==> config.mk <==
export PLATFORM = sky130hd
export DESIGN_NAME = mem_arbiter_flat
export DESIGN_NICKNAME = d
export VERILOG_FILES = /design/src/rtl/mem_arbiter_if.sv /design/src/rtl/mem_arbiter.sv /design/src/flat_wrapper.sv
export SDC_FILE = /design/constraint.sdc
export NUM_CORES = 1
export LEC_CHECK = 0
export ABC_AREA = 1
export BUFFER_PORTS_ARGS = -buffer_cell sky130_fd_sc_hd__buf_2
export CAP_MARGIN = 30
export CORE_AREA = 2 2 120 122
export CTS_CLUSTER_DIAMETER = 40
export DETAILED_ROUTE_END_ITERATION = 6
export DIE_AREA = 0 0 122 124
export HOLD_SLACK_MARGIN = 0.15
export PLACE_DENSITY_LB_ADDON = 0.05
export SLEW_MARGIN = 10
export SYNTH_ARGS = -nofsm -noshare
export SYNTH_HDL_FRONTEND = slang
export SYNTH_SLANG_ARGS = --single-unit
==> constraint.sdc <==
create_clock -name clk -period 2.75 [get_ports clk]
set_clock_uncertainty 0.1 [all_clocks]
set_input_delay 0.825 -clock clk [delete_from_list [all_inputs] [get_ports clk]]
set_output_delay 0.825 -clock clk [all_outputs]
set_load 0.03 [all_outputs]
==> src/rtl/mem_arbiter_if.sv <==
// Bundles both requester ports and the memory-side signals of the arbiter.
// The slave modport is the arbiter's view; master is the requesters' and memory's view.
interface mem_arbiter_if;
    logic        p0_req;
    logic [31:0] p0_addr;
    logic        p0_rd_wr;
    logic [1:0]  p0_size;
    logic [31:0] p0_wdata;
    logic        p0_gnt;
    logic        p0_rvalid;
    logic [31:0] p0_rdata;
    logic        p0_done;

    logic        p1_req;
    logic [31:0] p1_addr;
    logic        p1_rd_wr;
    logic [1:0]  p1_size;
    logic [31:0] p1_wdata;
    logic        p1_gnt;
    logic        p1_rvalid;
    logic [31:0] p1_rdata;
    logic        p1_done;

    logic        mem_enable;
    logic        mem_rd_wr;
    logic [31:0] mem_addr;
    logic [31:0] mem_data_in;
    logic [1:0]  mem_access_size;
    logic [31:0] mem_data_out;
    logic        mem_busy;
    logic        err;

    modport slave (
        input  p0_req, p0_addr, p0_rd_wr, p0_size, p0_wdata,
        output p0_gnt, p0_rvalid, p0_rdata, p0_done,
        input  p1_req, p1_addr, p1_rd_wr, p1_size, p1_wdata,
        output p1_gnt, p1_rvalid, p1_rdata, p1_done,
        output mem_enable, mem_rd_wr, mem_addr, mem_data_in, mem_access_size,
        input  mem_data_out, mem_busy,
        output err
    );

    modport master (
        output p0_req, p0_addr, p0_rd_wr, p0_size, p0_wdata,
        input  p0_gnt, p0_rvalid, p0_rdata, p0_done,
        output p1_req, p1_addr, p1_rd_wr, p1_size, p1_wdata,
        input  p1_gnt, p1_rvalid, p1_rdata, p1_done,
        input  mem_enable, mem_rd_wr, mem_addr, mem_data_in, mem_access_size,
        output mem_data_out, mem_busy,
        input  err
    );
endinterface

==> src/rtl/mem_arbiter.sv <==
// Round-robin arbiter between a fetch port (0) and a data port (1) sharing a 1 MB
// burst memory. Reads burst 1/4/8/16 words; writes are always a single word.
module mem_arbiter (
    input  logic         clk,
    input  logic         reset,
    mem_arbiter_if.slave bus
);
    typedef enum logic [1:0] {IDLE, ISSUE, BURST} state_t;

    state_t      state, state_next;
    logic [3:0]  cnt;
    logic        last, owner, err_q, rd_wr_q;
    logic [31:0] addr_q, wdata_q;
    logic [1:0]  size_q, done_q;
    logic        req0, req1, accept, winner;

    always_ff @(posedge clk or posedge reset) begin
        if (reset) state <= IDLE;
        else       state <= state_next;
    end

    // A port finishing this cycle is masked so the other port gets the next slot.
    always_comb begin
        state_next          = state;
        accept              = 1'b0;
        winner              = 1'b0;
        req0                = bus.p0_req && !done_q[0];
        req1                = bus.p1_req && !done_q[1];
        bus.mem_enable      = 1'b0;
        bus.mem_rd_wr       = 1'b0;
        bus.mem_access_size = 2'd0;
        case (state)
            IDLE: begin
                if (req0 || req1) begin
                    accept     = 1'b1;
                    winner     = (req0 && req1) ? ~last : req1;
                    state_next = ISSUE;
                end
            end
            ISSUE: begin
                bus.mem_enable      = 1'b1;
                bus.mem_rd_wr       = rd_wr_q;
                bus.mem_access_size = rd_wr_q ? size_q : 2'd0;
                state_next          = rd_wr_q ? BURST : IDLE;
            end
            BURST: begin
                bus.mem_enable      = (cnt != 4'd0);
                bus.mem_rd_wr       = 1'b1;
                bus.mem_access_size = size_q;
                if (cnt == 4'd0) state_next = IDLE;
            end
            default: state_next = IDLE;
        endcase
    end

    assign bus.mem_addr    = addr_q;
    assign bus.mem_data_in = wdata_q;
    assign bus.p0_rdata    = bus.mem_data_out;
    assign bus.p1_rdata    = bus.mem_data_out;
    assign bus.p0_gnt      = (state != IDLE) && !owner;
    assign bus.p1_gnt      = (state != IDLE) && owner;
    assign bus.p0_rvalid   = (state == BURST) && !owner;
    assign bus.p1_rvalid   = (state == BURST) && owner;
    assign bus.p0_done     = done_q[0];
    assign bus.p1_done     = done_q[1];
    assign bus.err         = err_q;

    // Dropping mem_enable on the last beat lets the memory clear its burst counter.
    always_ff @(posedge clk or posedge reset) begin
        if (reset) begin
            cnt     <= 4'd0;
            last    <= 1'b1;
            owner   <= 1'b0;
            rd_wr_q <= 1'b0;
            addr_q  <= 32'd0;
            wdata_q <= 32'd0;
            size_q  <= 2'd0;
            done_q  <= 2'b00;
            err_q   <= 1'b0;
        end else begin
            done_q <= 2'b00;
            if (accept) begin
                owner   <= winner;
                last    <= winner;
                addr_q  <= winner ? bus.p1_addr  : bus.p0_addr;
                rd_wr_q <= winner ? bus.p1_rd_wr : bus.p0_rd_wr;
                size_q  <= winner ? bus.p1_size  : bus.p0_size;
                wdata_q <= winner ? bus.p1_wdata : bus.p0_wdata;
            end
            if (state == ISSUE && rd_wr_q) begin
                case (size_q)
                    2'd0:    cnt <= 4'd0;
                    2'd1:    cnt <= 4'd3;
                    2'd2:    cnt <= 4'd7;
                    default: cnt <= 4'd15;
                endcase
            end else if (state == BURST && cnt != 4'd0) begin
                cnt <= cnt - 4'd1;
            end
            if ((state == ISSUE && !rd_wr_q) || (state == BURST && cnt == 4'd0))
                done_q[owner] <= 1'b1;
            if (((state == IDLE || state == ISSUE) && bus.mem_busy) ||
                (state == BURST && cnt != 4'd0 && !bus.mem_busy))
                err_q <= 1'b1;
        end
    end
endmodule

==> src/flat_wrapper.sv <==
// flat-port wrapper written by rule: the top's interface ports become plain ports
module mem_arbiter_flat 
  (clk, reset, bus_p0_req, bus_p0_addr, bus_p0_rd_wr, bus_p0_size, bus_p0_wdata, bus_p0_gnt, bus_p0_rvalid, bus_p0_rdata, bus_p0_done, bus_p1_req, bus_p1_addr, bus_p1_rd_wr, bus_p1_size, bus_p1_wdata, bus_p1_gnt, bus_p1_rvalid, bus_p1_rdata, bus_p1_done, bus_mem_enable, bus_mem_rd_wr, bus_mem_addr, bus_mem_data_in, bus_mem_access_size, bus_mem_data_out, bus_mem_busy, bus_err);
  mem_arbiter_if bus_i ();
  input  logic clk;
  input  logic reset;
  input wire logic [$bits(bus_i.p0_req)-1:0] bus_p0_req;
  input wire logic [$bits(bus_i.p0_addr)-1:0] bus_p0_addr;
  input wire logic [$bits(bus_i.p0_rd_wr)-1:0] bus_p0_rd_wr;
  input wire logic [$bits(bus_i.p0_size)-1:0] bus_p0_size;
  input wire logic [$bits(bus_i.p0_wdata)-1:0] bus_p0_wdata;
  output wire logic [$bits(bus_i.p0_gnt)-1:0] bus_p0_gnt;
  output wire logic [$bits(bus_i.p0_rvalid)-1:0] bus_p0_rvalid;
  output wire logic [$bits(bus_i.p0_rdata)-1:0] bus_p0_rdata;
  output wire logic [$bits(bus_i.p0_done)-1:0] bus_p0_done;
  input wire logic [$bits(bus_i.p1_req)-1:0] bus_p1_req;
  input wire logic [$bits(bus_i.p1_addr)-1:0] bus_p1_addr;
  input wire logic [$bits(bus_i.p1_rd_wr)-1:0] bus_p1_rd_wr;
  input wire logic [$bits(bus_i.p1_size)-1:0] bus_p1_size;
  input wire logic [$bits(bus_i.p1_wdata)-1:0] bus_p1_wdata;
  output wire logic [$bits(bus_i.p1_gnt)-1:0] bus_p1_gnt;
  output wire logic [$bits(bus_i.p1_rvalid)-1:0] bus_p1_rvalid;
  output wire logic [$bits(bus_i.p1_rdata)-1:0] bus_p1_rdata;
  output wire logic [$bits(bus_i.p1_done)-1:0] bus_p1_done;
  output wire logic [$bits(bus_i.mem_enable)-1:0] bus_mem_enable;
  output wire logic [$bits(bus_i.mem_rd_wr)-1:0] bus_mem_rd_wr;
  output wire logic [$bits(bus_i.mem_addr)-1:0] bus_mem_addr;
  output wire logic [$bits(bus_i.mem_data_in)-1:0] bus_mem_data_in;
  output wire logic [$bits(bus_i.mem_access_size)-1:0] bus_mem_access_size;
  input wire logic [$bits(bus_i.mem_data_out)-1:0] bus_mem_data_out;
  input wire logic [$bits(bus_i.mem_busy)-1:0] bus_mem_busy;
  output wire logic [$bits(bus_i.err)-1:0] bus_err;
  assign bus_i.p0_req = bus_p0_req;
  assign bus_i.p0_addr = bus_p0_addr;
  assign bus_i.p0_rd_wr = bus_p0_rd_wr;
  assign bus_i.p0_size = bus_p0_size;
  assign bus_i.p0_wdata = bus_p0_wdata;
  assign bus_p0_gnt = bus_i.p0_gnt;
  assign bus_p0_rvalid = bus_i.p0_rvalid;
  assign bus_p0_rdata = bus_i.p0_rdata;
  assign bus_p0_done = bus_i.p0_done;
  assign bus_i.p1_req = bus_p1_req;
  assign bus_i.p1_addr = bus_p1_addr;
  assign bus_i.p1_rd_wr = bus_p1_rd_wr;
  assign bus_i.p1_size = bus_p1_size;
  assign bus_i.p1_wdata = bus_p1_wdata;
  assign bus_p1_gnt = bus_i.p1_gnt;
  assign bus_p1_rvalid = bus_i.p1_rvalid;
  assign bus_p1_rdata = bus_i.p1_rdata;
  assign bus_p1_done = bus_i.p1_done;
  assign bus_mem_enable = bus_i.mem_enable;
  assign bus_mem_rd_wr = bus_i.mem_rd_wr;
  assign bus_mem_addr = bus_i.mem_addr;
  assign bus_mem_data_in = bus_i.mem_data_in;
  assign bus_mem_access_size = bus_i.mem_access_size;
  assign bus_i.mem_data_out = bus_mem_data_out;
  assign bus_i.mem_busy = bus_mem_busy;
  assign bus_err = bus_i.err;
  mem_arbiter u_core (.clk(clk), .reset(reset), .bus(bus_i));
endmodule
Word level (Yosys, flattened, before mapping)
Cells that the tools add are included.

storage, ports and cells
  input bits = 171
  register bits after elaboration = 78
  logic and storage cells = 73

cells by class
  equality and inequality tests = 6
  mux-type cells = 23
  reductions and logical operators = 30
  bitwise gates (word level) = 1
  magnitude comparators = 2
  add/subtract/negate cells = 1

operators with widths
  kind                                                         number
  two-way mux 32 bit                                           2
  logical AND 1 bit                                            14
  two-way mux 2 bit                                            6
  case mux 4 bit (3 select lines)                              1
  two-way mux 4 bit                                            2
  two-way mux 1 bit                                            7
  case mux 2 bit (3 select lines)                              1
  zero test 1 bit                                              5
  == test 2 x 1 -> 1 bit (second input constant)               2
  == test 2 bit (second input constant)                        2
  zero test 2 bit                                              2
  zero test 4 bit                                              1
  logical OR 1 bit                                             4
  inequality test 2 x 1 -> 1 bit (second input constant)       2
  case mux 1 bit (2 select lines)                              2
  case mux 2 bit (2 select lines)                              1
  nonzero test 2 bit                                           2
  nonzero test 4 bit                                           1
  subtractor 4 x 1 -> 4 bit (second input constant)            1
  less-than comparator 1 x 2 -> 1 bit (second input constant)  1
  AND reduction 2 bit                                          1
  demux 1 bit (select 1 bit)                                   1
  greater-or-equal comparator 1 bit (second input constant)    1
  inverter 1 bit                                               1

Depth between registers and ports, before layout
Gate-level depths: netlist of run 1.

  word-level depth = 7
  mapped depth = 11

Worst setup path before layout of run 1
No wires, ideal clock.

  kind = flip-flop to output port
  start = register u_core.state[1]
  end = output bus_mem_access_size[0]
  data required time = 1,825 ps
  arrival time = 1,852 ps
  cell stages (with the launch flop) = 7
  path slack = -27 ps
  cells stage by stage = dfrtp_1 inv_1 ha_1 nand2_1 a21oi_1 inv_1 nor2_1

between the ends
  longest elaborated chain between the ends = 2
  elaborated cells between the ends (all ways) = 3
  classes of those cells = eq/ne: 2; mux: 1

RTL lines
  element                                                  RTL line            source
  start, declared                                          mem_arbiter.sv:10   state_t state, state_next;
  start signal, assigned                                   mem_arbiter.sv:19   else state <= state_next;
  == test 2 bit or == test 2 x 1 -> 1 bit (tied branches)  mem_arbiter.sv:32   case (state)
  case mux 2 bit (2 select lines) *                        mem_arbiter.sv:32
  end, declared                                            flat_wrapper.sv:29  output wire logic [$bits(bus_i.mem_access_size)-1:0] bus_mem_access_size;

Every way passes the cells marked *; elsewhere a longest branch is shown, timed or not.

Worst setup path after layout of run 1
  start = register u_core.state[1]
  end = output bus_mem_access_size[1]

Same word-level chain as after synthesis.

==> impl_metrics.tcl, run 1 <==
set metrics [dict create \
    cap_violations 0 \
    cp_num_buf_inv 3 \
    area_delta_synth_final_pct 24.4 \
    multiInputGateArea_um2 1910 \
    cts_tree "yes" \
    syn_nets 837 \
    drtIter0Drc 184 \
    crit_fanout 8 \
    cp_data_arrival_time_ns 1.70 \
    clock-sinks 78 \
    start_util 0.334 \
    start_kind "flip-flop" \
    nNetsFinal 975 \
    netlist_area_um2 4590 \
    slew_headroom 0.686 \
    hpwlAfterDp_um 10300 \
    drc 0 \
    clockRootBuffer "clkbuf_16" \
    synthCells 662 \
    ys_seq_area_frac 0.426 \
    crit_path_end_kind "output port" \
    critPathMaxStageDelay_ns 0.39 \
    synth-async-reset-ratio 1.00 \
    cpLargestDelayFamily "flip-flops" \
    drtPass1Iterations 4 \
    fp-row-count 43 \
    wl_um 14300 \
    grt_util_all_layers 0.187 \
    vias_per_cell 4.61 \
    syn_area_per_cell_um2 6.93 \
    status "finished clean" \
    netlist-cell-type-count 18 \
    p_leak_nw 3.47 \
    regArea_um2 1950 \
    worstMarginPinSlew_ns 0.470 \
    fin_util 0.416 \
    synth-main-ff-cell "dfrtp_1" \
    io_pins 310 \
    crit_required_ns 1.83 \
    ant_nets 0 \
    fp.dieW_um 122 \
    port_buffers 213 \
    cts_resized 0 \
    grt_pass1_wl_um 21900 \
    place_area_um2 5360 \
    finalMaxSlewViolations 0 \
    grt-ovfl-total 0 \
    ctsHoldBuffers 0 \
    synth_edf_count 0 \
    ys_warn_count 0 \
    wl_per_cell_um 14.5 \
    htreeDepth 3 \
    cpMostUsedCell "inv_1" \
    final_common_cell "nand2_1" \
    dieArea_um2 15100 \
    layout_worst_path_cycle_share 0.956 \
    grt_max_degree 54 \
    cts_made_buffers 9 \
    n_antenna_cell 0 \
    ys_ff_latch 78 \
    ir_worst_vdd_v 0.000475 \
    antenna_found_initial 0 \
    final_cell_mix "nand2_1, buf_2, dfrtp_1, nand3_1, inv_1" \
    grt_pass1_vias 4313 \
    final-setup-viol-count 0 \
    clkTransAtPathRegs_ns 0.06 \
    core_area_um2 13700 \
    hold_violations 0 \
    vias 4542 \
    period_needed_ns 2.63 \
    clk_path_buf_depth 2 \
    fillers 1491 \
    clk_latency_ns 0.34 \
    fmax_mhz 380 \
    p_per_area_nw_per_um2 1260 \
    min-delay-path-class "reg2reg" \
    cts_setup_buffers 0 \
    worst_path_max_delay_cell "dfrtp_1" \
    drive_gt1_frac 0.314 \
    cp_cell_sequence "inv_1 -> ha_2 -> nand2_2 -> a21oi_2 -> inv_1 -> nor2_1 -> clkbuf_4" \
    die_y_um 124 \
    design_area_um2 5710 \
    crit_type "reg2out" \
    place_congestion 0.813 \
]
==> worst reg2reg max path, stage by stage (launching register included) <==
cell,delay (ns)
dfstp_2,0.55
nand3_2,0.34
nand2_2,0.20
buf_4,0.37
nand2_1,0.13
nand2_1,0.08
nand2_1,0.05
nand2_1,0.07
==> synthesized netlist by cell type (2+ instances only) <==
cell / number / share of area
a21oi_1: 3 / 0.0033
buf_2: 15 / 0.016
buf_4: 68 / 0.11
clkbuf_1: 15 / 0.012
dfrtp_1: 77 / 0.42
ha_1: 4 / 0.011
inv_1: 21 / 0.017
inv_2: 2 / 0.0016
nand2_1: 358 / 0.29
nand3_1: 73 / 0.080
nor2_1: 9 / 0.0074
o21ai_0: 11 / 0.012
==> area by class of cell <==
class                      instances  area share
clock buffer                       9      0.0395
tap                              180      0.0395
clock inverter                     7      0.0197
sequential                        78       0.342
inverter                          23      0.0158
multi-input combinational        462       0.335
timing repair buffer             226       0.209
==> path summary, 6_finish.rpt <==
kind | cells past startpoint | to | slack [ns] | from
max | 7 | bus_mem_access_size[1] | 0.12 | u_core.state[1]
min reg2reg | 2 | u_core.bus.mem_addr[28] | 0.37 | u_core.bus.mem_addr[28]
max in group asynchronous | 3 | u_core.bus.mem_data_in[29] | 1.57 | reset
min in group asynchronous | 2 | u_core.bus.mem_data_in[6] | 0.40 | reset
min | 2 | u_core.bus.mem_addr[28] | 0.37 | u_core.bus.mem_addr[28]
max reg2reg | 7 | u_core.bus.mem_addr[14] | 0.82 | u_core.last
==> state kept, by name, indices dropped and copies added, names as in the netlist <==
| signal | cells |
|---|---|
| u_core.last | 1 |
| u_core.size_q | 2 |
| u_core.bus.mem_data_in | 32 |
| u_core.rd_wr_q | 1 |
| u_core.owner | 1 |
| u_core.state | 2 |
| u_core.bus.err | 1 |
| u_core.bus.mem_addr | 32 |
| u_core.cnt | 4 |
| u_core.done_q | 2 |
==> layer usage <==
layer,vias up,part of all wire,track usage
met3,52,0.073,0.0563
li1,2253,-,-
met2,155,0.48,0.315
met5,-,0,0
met4,0,0.031,0.0905
met1,2082,0.41,0.219
==> logic make-up after synthesis <==
| group | Yosys count | synth area share |
|---|---|---|
| DFF | 78 | 0.426 |
| adders and majority gates | 4 | 0.0109 |
| buffers and inverters | 122 | 0.161 |
| AOI/OAI and AO/OA | 16 | 0.0183 |
| and+or+nand+nor | 442 | 0.384 |
==> metrics by stage <==
stage               hold slack [ns]  setup WS, ns  std cells  TNS [ns]  total power, mW
floorplan                     0.343         0.167        662         0             4.87
global placement              0.358         0.474        969         0             5.87
detailed placement            0.359         0.445        969         0             5.91
CTS                           0.376        0.0582        985         0             7.32
global route                  0.387      -0.00689        985   -0.0121             7.81
finish                        0.370         0.122        985         0             7.22
==> power breakdown <==
group / internal (mW) / leakage (nW) / switching (mW)
combinational: 1.09 / 2.34 / 2.75
sequential: 1.70 / 0.964 / 0.308
clock: 0.882 / 0.165 / 0.485
Power figures use the tool's default switching activity.
==> inputs of run 2 (changes only) <==
Settings changed: BUFFER_PORTS_ARGS -buffer_cell sky130_fd_sc_hd__buf_2 to -buffer_cell sky130_fd_sc_hd__buf_4.
==> run 2 against run 1 <==
Against the previous run:
- wire length fell by 2.7%
- via count fell by 1.4%
- design area rose by 7.6%
- critical path depth did not move
- sequential share of layout area fell by 2.4 points
- critical path type unchanged
- largest cell class unchanged
==> impl_metrics.tcl, run 2 (synthesis gave the netlist of run 1 again) <==
set metrics [dict create \
    r2r-end "u_core.bus.mem_data_in[17]" \
    clk_latency_ns 0.34 \
    cts_resized 0 \
    drtIter0Drc 162 \
    p_per_area_nw_per_um2 1170 \
    cp_cell_sequence "inv_1 -> ha_1 -> inv_1 -> a21oi_2 -> inv_1 -> nor2_1 -> buf_4" \
    place_congestion 0.827 \
    nNetsFinal 971 \
    htreeDepth 3 \
    design_area_um2 6140 \
    clockRootBuffer "clkbuf_16" \
    wl_per_cell_um 14.2 \
    multiInputGateArea_um2 1910 \
    fillers 1476 \
    die_y_um 124 \
    clock-sinks 78 \
    grt-ovfl-total 0 \
    crit_type "reg2out" \
    slew_headroom 0.517 \
    drc 0 \
    period_needed_ns 2.58 \
    crit_fanout 4 \
    hold-path-endpoint "u_core.last" \
    port_buffers 213 \
    crit_required_ns 1.83 \
    worstMarginPinSlew_ns 0.724 \
    cp_data_arrival_time_ns 1.66 \
    cts_setup_buffers 0 \
    crit_path_end_kind "output port" \
    fp-row-count 43 \
    start_util 0.334 \
    status "finished clean" \
    cap_violations 0 \
    clkTransAtPathRegs_ns 0.06 \
    start_kind "flip-flop" \
    place_area_um2 5880 \
    cts_made_buffers 9 \
    grt_pass1_wl_um 21500 \
    dieArea_um2 15100 \
    final_common_cell "nand2_1" \
    cts_tree "yes" \
    antenna_found_initial 0 \
    r2r-start "u_core.state[0]" \
    drive_gt1_frac 0.303 \
    final_cell_mix "nand2_1, buf_4, dfrtp_1, nand3_1, inv_1" \
    area_delta_synth_final_pct 33.9 \
    hold_depth 2 \
    wl_met3_um 1160 \
    rsz0062_at_grt "no" \
    min-delay-path-class "reg2reg" \
    grt_util_all_layers 0.184 \
    core_area_um2 13700 \
    io_pins 310 \
    hpwlAfterDp_um 10200 \
    hold_violations 0 \
    drtPass1Iterations 5 \
    layout_worst_path_cycle_share 0.940 \
    critPathMaxStageDelay_ns 0.40 \
    fmax_mhz 387 \
    fp.dieW_um 122 \
    finalMaxSlewViolations 0 \
    routed.top_layer "met4" \
    clk_path_buf_depth 2 \
    grt_max_degree 69 \
    cpMostUsedCell "inv_1" \
    ctsHoldBuffers 0 \
    ant_nets 0 \
    p_leak_nw 3.58 \
    vias 4477 \
    wl_um 13900 \
    grt_pass1_vias 4286 \
    report.power.total_mw 7.21 \
    met2_wirelength_um 6910 \
    ir_worst_vdd_v 0.000452 \
    worst_path_max_delay_cell "dfrtp_1" \
    finalSetupTns_ns 0 \
    n_antenna_cell 0 \
    vias_per_cell 4.56 \
    drt-met1-wl_um 5460 \
    ff2ff_setup_slack_ns 0.65 \
    hold_ws_ns 0.369 \
    final-setup-viol-count 0 \
    holdCritStartpoint "u_core.last" \
    regArea_um2 1950 \
    reg2regPathDepth 9 \
]
## run 2: per-layer routing
metal,vias up,global-route usage
met5,-,0
met4,0,0.0862
met3,51,0.0572
met2,165,0.314
met1,2020,0.211
li1,2241,-
## run 2: per-stage QoR
step	setup slack, ns	instances	utilization
6_report	0.165	981	0.448
3_3_place_gp	0.255	964	0.427
2_1_floorplan	0.167	662	-
5_1_grt	0.0133	981	0.448
3_5_place_dp	0.428	965	0.428
4_1_cts	0.0581	981	0.448
## run 2: area by class of cell
cell class                      instances  share of cell area
Clock inverter                          1            0.000815
Multi-Input combinational cell        462               0.311
Inverter                               23              0.0147
Sequential cell                        78               0.318
Tap cell                              180              0.0367
Timing Repair Buffer                  222               0.277
Clock buffer                           15              0.0420
## run 2: worst max path at each step
| stage | start | to | slack (ns) | cells after the start |
|---|---|---|---|---|
| after CTS | u_core.state[1] | bus_mem_access_size[1] | 0.06 | 7 |
| after floorplan | u_core.state[1] | bus_mem_access_size[0] | 0.17 | 6 |
| final | u_core.state[0] | bus_mem_access_size[1] | 0.17 | 7 |
| after global placement | bus_p1_req | u_core.owner | 0.26 | 6 |
| after global routing | u_core.state[1] | bus_mem_access_size[1] | 0.01 | 7 |
| after detailed placement | bus_p0_req | u_core.bus.mem_addr[14] | 0.43 | 8 |
## run 2: power breakdown
group          switching, mW  total (mW)  internal [mW]
Combinational           2.71        4.11           1.40
Sequential             0.323        2.03           1.71
Clock                  0.441        1.08          0.636
## run 2: worst max-delay path, delay by kind of cell, from the launching register on
| kind | cells | cell delay (ns) |
|---|---|---|
| adders and majority gates | 1 | 0.20 |
| buffers and inverters | 4 | 0.45 |
| AOI/OAI and AO/OA | 1 | 0.18 |
| DFF | 1 | 0.40 |
| and+or+nand+nor | 1 | 0.10 |
